`src/rtl/cmos_pixel_pack_if.sv`:
```
// rtl/cmos_pixel_pack_if.sv - pixel input stream and packed word output bundle
interface cmos_pixel_pack_if;
  logic [15:0]  din;
  logic         din_vld;
  logic         din_sop;
  logic         din_eop;
  logic [127:0] dout;
  logic         dout_vld;
  logic         dout_sop;
  logic         dout_eop;

  // Pixel source side: drives the pixel stream, observes packed words
  modport master (
    output din, din_vld, din_sop, din_eop,
    input  dout, dout_vld, dout_sop, dout_eop
  );

  // Packer side: consumes pixels, produces packed words
  modport slave (
    input  din, din_vld, din_sop, din_eop,
    output dout, dout_vld, dout_sop, dout_eop
  );
endinterface

```
`src/rtl/cmos_pixel_pack.sv`:
```
// rtl/cmos_pixel_pack.sv - RGB565 to 128-bit word packer with frame length checks
module cmos_pixel_pack #(
  parameter int FRAME_PIXELS = 921600,
  parameter int CNT_W        = 20
) (
  input  logic                    clk,
  input  logic                    rst_n,
  input  logic                    enable,
  cmos_pixel_pack_if.slave        bus,
  output logic                    len_err,
  output logic [15:0]             frame_cnt
);

  typedef enum logic [1:0] {
    WAIT_INIT = 2'd0,
    WAIT_SOP  = 2'd1,
    PACK      = 2'd2
  } state_t;

  localparam logic [CNT_W-1:0] FRAME_LEN = CNT_W'(FRAME_PIXELS);
  localparam logic [CNT_W-1:0] ONE_PIX   = CNT_W'(1);

  state_t             state_q, state_d;
  logic [2:0]         idx_q, idx_d;
  logic [CNT_W-1:0]   pcnt_q, pcnt_d;
  logic               sop_arm_q, sop_arm_d;
  logic [127:0]       buf_q, buf_d;
  logic [127:0]       dout_q, dout_d;
  logic               dout_vld_q, dout_vld_d;
  logic               dout_sop_q, dout_sop_d;
  logic               dout_eop_q, dout_eop_d;
  logic               len_err_q, len_err_d;
  logic [15:0]        frame_cnt_q, frame_cnt_d;

  logic [127:0]       word_fill;
  logic [127:0]       first_word;
  logic [CNT_W-1:0]   pcnt_inc;
  state_t             end_state;
  logic               restart;

  // Next-state, slot packing, word emission and frame length checking
  always_comb begin
    state_d     = state_q;
    idx_d       = idx_q;
    pcnt_d      = pcnt_q;
    sop_arm_d   = sop_arm_q;
    buf_d       = buf_q;
    dout_d      = dout_q;
    dout_vld_d  = 1'b0;
    dout_sop_d  = 1'b0;
    dout_eop_d  = 1'b0;
    len_err_d   = 1'b0;
    frame_cnt_d = frame_cnt_q;

    // Current word with the incoming pixel dropped into slot idx; slot 0 is the MSBs
    word_fill = buf_q;
    word_fill[(7 - int'(idx_q)) * 16 +: 16] = bus.din;
    first_word = {bus.din, 112'd0};
    pcnt_inc   = (&pcnt_q) ? pcnt_q : pcnt_q + ONE_PIX;
    end_state  = enable ? WAIT_SOP : WAIT_INIT;
    // A sop pixel starts a frame both when waiting for one and mid-frame
    restart    = bus.din_vld && bus.din_sop && (state_q == WAIT_SOP || state_q == PACK);

    if (state_q == WAIT_INIT) begin
      if (enable) state_d = WAIT_SOP;
    end else if (restart) begin
      // Mid-frame sop abandons the partial word and is itself a framing error
      len_err_d = (state_q == PACK);
      pcnt_d    = ONE_PIX;
      if (bus.din_eop) begin
        dout_d      = first_word;
        dout_vld_d  = 1'b1;
        dout_sop_d  = 1'b1;
        dout_eop_d  = 1'b1;
        len_err_d   = (state_q == PACK) || (ONE_PIX != FRAME_LEN);
        frame_cnt_d = frame_cnt_q + 16'd1;
        idx_d       = 3'd0;
        buf_d       = '0;
        sop_arm_d   = 1'b0;
        state_d     = end_state;
      end else begin
        buf_d     = first_word;
        idx_d     = 3'd1;
        sop_arm_d = 1'b1;
        state_d   = PACK;
      end
    end else if (state_q == PACK && bus.din_vld) begin
      pcnt_d = pcnt_inc;
      if (bus.din_eop) begin
        dout_d      = word_fill;
        dout_vld_d  = 1'b1;
        dout_sop_d  = sop_arm_q;
        dout_eop_d  = 1'b1;
        len_err_d   = (pcnt_inc != FRAME_LEN);
        frame_cnt_d = frame_cnt_q + 16'd1;
        idx_d       = 3'd0;
        buf_d       = '0;
        sop_arm_d   = 1'b0;
        state_d     = end_state;
      end else if (idx_q == 3'd7) begin
        dout_d     = word_fill;
        dout_vld_d = 1'b1;
        dout_sop_d = sop_arm_q;
        sop_arm_d  = 1'b0;
        idx_d      = 3'd0;
        buf_d      = '0;
      end else begin
        buf_d = word_fill;
        idx_d = idx_q + 3'd1;
      end
    end
  end

  // State and output registers with synchronous active-low reset
  always_ff @(posedge clk) begin
    if (!rst_n) begin
      state_q     <= WAIT_INIT;
      idx_q       <= 3'd0;
      pcnt_q      <= '0;
      sop_arm_q   <= 1'b0;
      buf_q       <= '0;
      dout_q      <= '0;
      dout_vld_q  <= 1'b0;
      dout_sop_q  <= 1'b0;
      dout_eop_q  <= 1'b0;
      len_err_q   <= 1'b0;
      frame_cnt_q <= 16'd0;
    end else begin
      state_q     <= state_d;
      idx_q       <= idx_d;
      pcnt_q      <= pcnt_d;
      sop_arm_q   <= sop_arm_d;
      buf_q       <= buf_d;
      dout_q      <= dout_d;
      dout_vld_q  <= dout_vld_d;
      dout_sop_q  <= dout_sop_d;
      dout_eop_q  <= dout_eop_d;
      len_err_q   <= len_err_d;
      frame_cnt_q <= frame_cnt_d;
    end
  end

  assign bus.dout     = dout_q;
  assign bus.dout_vld = dout_vld_q;
  assign bus.dout_sop = dout_sop_q;
  assign bus.dout_eop = dout_eop_q;
  assign len_err      = len_err_q;
  assign frame_cnt    = frame_cnt_q;

endmodule

```
`src/flat_wrapper.sv`:
```
// flat-port wrapper written by rule: the top's interface ports become plain ports
module cmos_pixel_pack_flat 
#(
  parameter int FRAME_PIXELS = 921600,
  parameter int CNT_W        = 20
)
  (clk, rst_n, enable, len_err, frame_cnt, bus_din, bus_din_vld, bus_din_sop, bus_din_eop, bus_dout, bus_dout_vld, bus_dout_sop, bus_dout_eop);
  cmos_pixel_pack_if bus_i ();
  input  logic clk;
  input  logic rst_n;
  input  logic enable;
  output logic len_err;
  output logic [15:0] frame_cnt;
  input wire logic [$bits(bus_i.din)-1:0] bus_din;
  input wire logic [$bits(bus_i.din_vld)-1:0] bus_din_vld;
  input wire logic [$bits(bus_i.din_sop)-1:0] bus_din_sop;
  input wire logic [$bits(bus_i.din_eop)-1:0] bus_din_eop;
  output wire logic [$bits(bus_i.dout)-1:0] bus_dout;
  output wire logic [$bits(bus_i.dout_vld)-1:0] bus_dout_vld;
  output wire logic [$bits(bus_i.dout_sop)-1:0] bus_dout_sop;
  output wire logic [$bits(bus_i.dout_eop)-1:0] bus_dout_eop;
  assign bus_i.din = bus_din;
  assign bus_i.din_vld = bus_din_vld;
  assign bus_i.din_sop = bus_din_sop;
  assign bus_i.din_eop = bus_din_eop;
  assign bus_dout = bus_i.dout;
  assign bus_dout_vld = bus_i.dout_vld;
  assign bus_dout_sop = bus_i.dout_sop;
  assign bus_dout_eop = bus_i.dout_eop;
  cmos_pixel_pack #(.FRAME_PIXELS(FRAME_PIXELS), .CNT_W(CNT_W)) u_core (.clk(clk), .rst_n(rst_n), .enable(enable), .bus(bus_i), .len_err(len_err), .frame_cnt(frame_cnt));
endmodule
```
`config.mk`:
```
export PLATFORM = sky130hd
export DESIGN_NAME = cmos_pixel_pack_flat
export DESIGN_NICKNAME = d
export VERILOG_FILES = /design/src/rtl/cmos_pixel_pack_if.sv /design/src/rtl/cmos_pixel_pack.sv /design/src/flat_wrapper.sv
export SDC_FILE = /design/constraint.sdc
export NUM_CORES = 1
export LEC_CHECK = 0
export ABC_AREA = 1
export CORE_MARGIN = 5
export CORE_UTILIZATION = 55
export CTS_CLUSTER_DIAMETER = 40
export DETAILED_ROUTE_END_ITERATION = 12
export MAX_ROUTING_LAYER = met4
export PLACE_DENSITY = 0.89
export SETUP_SLACK_MARGIN = 0.5
export SLEW_MARGIN = 25
export SYNTH_ARGS = -nofsm -noshare
export SYNTH_HDL_FRONTEND = slang
export SYNTH_SLANG_ARGS = --single-unit
```
`constraint.sdc`:
```
create_clock -name clk -period 2.9 [get_ports clk]
set_clock_uncertainty 0.05 [all_clocks]
set_input_delay 0.725 -clock clk [delete_from_list [all_inputs] [get_ports clk]]
set_output_delay 0.725 -clock clk [all_outputs]
set_load 0.01 [all_outputs]
```
* Word level (Yosys, flattened, before mapping) *
Index checks and enable logic that the tools add are counted.

operators by class
  $add $sub $neg = 5
  equal/unequal tests = 7
  shift operators = 2
  mux-type cells = 49
  bitwise logic cells = 2
  reduce and logical (&&, ||, !) cells = 15

operators by type and width
  kind                                                      number
  two-way mux 128 bit                                       10
  bitwise mux 128 bit                                       1
  variable shift 16 x 33 -> 128 bit (first input constant)  1
  indexed part select 16 x 33 -> 128 bit                    1
  two-way mux 20 bit                                        3
  two-way mux 16 bit                                        3
  negator 32 -> 33 bit                                      1
  two-way mux 1 bit                                         22
  adder 20 x 1 -> 20 bit (second input constant)            1
  != test 20 bit (second input constant)                    1
  AND reduction 20 bit                                      1
  adder 16 x 1 -> 16 bit (second input constant)            1
  two-way mux 2 bit                                         6
  two-way mux 3 bit                                         4
  nonzero test 3 bit                                        3
  AND reduction 3 bit                                       2
  != test 2 bit (second input constant)                     2
  AND reduction 4 bit                                       1
  subtractor 3 x 3 -> 4 bit (first input constant)          1
  adder 3 x 1 -> 3 bit (second input constant)              1
  equality test 3 bit (second input constant)               1
  logical AND 1 bit                                         3
  != test 3 bit (second input constant)                     1
  equality test 2 x 1 -> 1 bit (second input constant)      1
  other kinds (7)                                           8

storage, ports and cells
  register bits = 302
  input port bits = 22
  output and inout port bits = 148
  word-level logic and storage cells = 91

* Logic depth before layout (Yosys ltp) *
  depth in word-level cells = 8
  gate-level depth with buffers = 14
  mapped depth without buffers = 14

* Worst setup path before layout *
Ideal clock, no wire load.

  path kind = input-to-reg
  start = input port bus_din_vld
  end = register u_core.frame_cnt_q[14] (netlist: u_core.frame_cnt[14])
  library setup time = 117 ps
  data arrival time = 1,829 ps
  data required time = 2,733 ps
  path slack = 903 ps
  cell stages on the path = 12
  buffers on the path = 1
  cells stage by stage = nand3_4 > nand2_1 > nand2_1 > buf_6 > nor2_8 > nand2_2 > nor2_4 > nand2_2 > nor2_4 > nand3_1 > o21ai_1 > a21oi_1

between the ends
  longest elaborated chain between the ends = 4
  elaborated cells on any way between the ends = 6
  classes of those cells = mux (1); reduce/logical (5)

ends and longest elaborated chain
  what                                  RTL line                text
  start: declaration                    flat_wrapper.sv:15      input wire logic [$bits(bus_i.din_vld)-1:0] bus_din_vld;
  logical AND 1 bit (2 in a row)        cmos_pixel_pack.sv:62   restart = bus.din_vld && bus.din_sop && (state_q == WAIT_SOP || state_q == PACK);
  nonzero test 2 bit (no source line)   --
  AND reduction 2 bit (no source line)  --
  end signal: assignment                cmos_pixel_pack.sv:139  frame_cnt_q <= frame_cnt_d;
  end: declaration                      cmos_pixel_pack.sv:33   logic [15:0] frame_cnt_q, frame_cnt_d;

Parallel ways exist; a longest one is shown, timed or not.
A chain may end at the register's enable or synchronous reset.

* Worst setup path after layout *
  start = input port bus_din_vld
  end = register u_core.dout_q[21] (netlist: u_core.bus.dout[21])

between the ends
  longest elaborated chain between the ends = 4
  elaborated cells on any way between the ends = 8
  classes of those cells = eq/ne (2); mux (1); reduce/logical (5)

ends and longest elaborated chain
  what                                                                         RTL line                text
  logical AND 1 bit (2 in a row)                                               cmos_pixel_pack.sv:62
  != test 2 bit (no source line) / nonzero test 2 bit (equally long branches)  --
  AND reduction 4 bit (no source line)                                         --
  end signal: assignment                                                       cmos_pixel_pack.sv:134  dout_q <= dout_d;
  end: declaration                                                             cmos_pixel_pack.sv:28   logic [127:0] dout_q, dout_d;

Parallel ways exist; a longest one is shown, timed or not.

==> metrics.yaml <==
outcome: "finished, final reports clean"
wirelength_um: 41100
ios: 170
slew_viol_final: 0
htree_levels: 2
place_hpwl_um: 24700
tightest_slew_ns: 0.774
grt_pass1_wl_um: 63100
setup_viol_count_final: 0
yosysSeqAreaShare_pct: 45.8
syn_inst: 1864
ys_seq_elements: 302
grt_pass1_vias: 12600
fillers: 1823
worstSetupStartpointType: "input port"
cp.arrival_ns: 2.74
initial_core_util_pct: 56.1
portBuffers: 169
maxSlewHeadroom_pct: 48.4
syn2layout_area_growth_pct: 26.9
cts_buffers: 40
crit_type: "input port to flip-flop"
die_x_um: 165
crit_path_end_kind: "flip-flop"
yosys.area.top_type: "dfxtp_1"
cts_tree: "built"
final_common_cell: "nand2_1"
via_per_inst: 5.77
overflow: 0
p_total_mw: 9.88
power.leakage_nw: 5.94
clockRootBuffer: "clkbuf_16"
final_cells: 2338
final_cell_mix: "620 x nand2_1, 377 x a21oi_1, 302 x dfxtp_1, 169 x clkdlybuf4s50_1, 123 x nor2_1"
wl_per_cell_um: 17.6
synth_warnings: 0
ir_worst_vdd_mv: 0.382
cap_viol_max_count: 0
required_ns: 3.31
synth_cell_type_count: 45
yosys.area.top_type_share_pct: 45.8
drc: 0
drive_gt1_share_pct: 8.17
post-route-min-period_ns: 2.33
grt_max_degree: 79
clkTransAtPathRegs_ns: 0.06
drt_first_pass_iters: 5
synth_nets: 1892
grtUsageTotal_pct: 29.2
power_density_nw_per_um2: 590
finalSetupTns_ns: 0
nets: 2017
path_max_fanout: 44
antenna_found_initial: 0
max_freq_mhz: 429
synthTopCellsByArea: "dfxtp_1 46%, nand2_1 18%, a21oi_1 14%, nor2_1 3.7%, inv_1 2.5%"
final-hold-violation-count: 0
clk_path_buf_depth: 3
dp_cells: 2260
grt_setup_unrepaired: "yes"
insertedDiodeCount: 0
synth.avg_cell_area_um2: 7.08
clock_latency_ns: 0.54
antenna_left: 0
synthesis.area_um2: 13200
hold_path_class: "flip-flop to flip-flop"
drtIter0Drc: 1747
fp.dieArea_um2: 27200
cts_sinks: 302
place.gp.congestion: 0.957
core-area_um2: 23500
die_h_um: 165
num_vias: 13500
row_count: 56
period_share_pct: 80.4
==> logic make-up after synthesis <==
group                    after synthesis  synth area share, %
flip-flops                           302                 45.8
buffers and inverters                218                 6.93
adder cells (fa/ha/maj)                6                0.569
XOR/XNOR                               5                0.389
multiplexers                          16                 1.36
AO/OA/AOI/OAI                        496                 20.0
AND/OR/NAND/NOR                      821                 25.0
==> worst max-delay path, stage by stage <==
cell,delay (ns)
clkdlybuf4s50_1,0.53
nand2_1,0.11
nand2_1,0.12
nand2_4,0.06
inv_2,0.08
nand2_1,0.15
a21oi_4,0.23
buf_12,0.16
buf_12,0.21
nand2_1,0.14
a21oi_1,0.19
==> synth_stat cells, drive strengths merged <==
| cell type | number |
|---|---|
| nand2 | 628 |
| xnor2 | 1 |
| a31oi | 16 |
| a211oi | 2 |
| nand4 | 6 |
| a21oi | 379 |
| clkinv | 1 |
| o21a | 33 |
| nand3b | 1 |
| clkbuf | 72 |
| a221oi | 2 |
| and3 | 2 |
| nor2 | 136 |
| nor3 | 10 |
| o21bai | 2 |
| xor2 | 4 |
| o211ai | 2 |
| o22ai | 15 |
| dfxtp | 302 |
| mux2 | 16 |
| a22oi | 1 |
| nor3b | 1 |
| o21ai | 44 |
| or2 | 1 |
| nand3 | 36 |
| buf | 53 |
| inv | 92 |
| ha | 6 |
==> final timing paths <==
| path | from | to | slack (ns) | cells after the start |
|---|---|---|---|---|
| setup / recovery | bus_din_vld | u_core.bus.dout[21] | 0.57 | 11 |
| hold / removal | u_core.bus.dout[60] | u_core.bus.dout[60] | 0.41 | 2 |
| setup reg to reg | u_core.state_q[0] | u_core.bus.dout[118] | 0.59 | 12 |
| hold reg to reg | u_core.bus.dout[60] | u_core.bus.dout[60] | 0.41 | 2 |
==> flip-flops by register name (all words and copies together), names as in the netlist <==
name	flops
u_core.bus.dout_sop	1
u_core.idx_q	3
u_core.state_q	2
u_core.bus.dout_eop	1
u_core.frame_cnt	16
u_core.bus.dout_vld	1
u_core.pcnt_q	20
u_core.sop_arm_q	1
u_core.buf_q	128
u_core.bus.dout	128
u_core.len_err	1
==> report_power, final <==
part           leakage, nW  internal, mW  switching [mW]
sequential            2.43          4.16         0.00878
clock                0.715          3.28            2.00
combinational         2.79         0.118           0.309
total                 5.94          7.56            2.31
==> routing by layer <==
metal / vias to the layer above / global-route usage [%] / routed length (um)
met1: 6227 / 37.7 / 16300
met4: 0 / 15.3 / 2280
li1: 6338 / - / -
met5: - / - / 0
met2: 760 / 44.5 / 18500
met3: 162 / 4.64 / 3990
==> area by class of cell <==
type | count | area [um2] | area share, %
multi-input combinational | 1344 | 6300 | 37.6
sequential | 302 | 6050 | 36.1
timing repair buffer | 208 | 2200 | 13.2
clock buffer | 44 | 1080 | 6.44
tap | 319 | 399 | 2.38
clock inverter | 28 | 368 | 2.20
inverter | 93 | 359 | 2.14
==> stage by stage <==
step | instance area, um2 | hold slack [ns] | util, % | worst slack (ns)
after global routing | 16800 | 0.430 | 71.2 | 0.461
final | 16800 | 0.410 | 71.2 | 0.569
after global placement | 15200 | 0.397 | 64.4 | 0.161
after CTS | 16600 | 0.412 | 70.6 | 0.510
after floorplan | 13200 | 0.389 | - | 0.903
after detailed placement | 15200 | 0.405 | 64.4 | 0.0738
==> repair_timing <==
| item | in CTS | in global routing |
|---|---|---|
| hold buffers | 0 | 0 |
| setup endpoints to repair | 4 | 114 |
| gates cloned | 0 | 3 |
| pin swaps | 0 | 1 |
| gates resized for setup | 2 | 9 |
| setup buffers | 0 | 3 |
| endpoints found under the hold margin | 0 | 0 |
(Power assumes the default switching activity.)
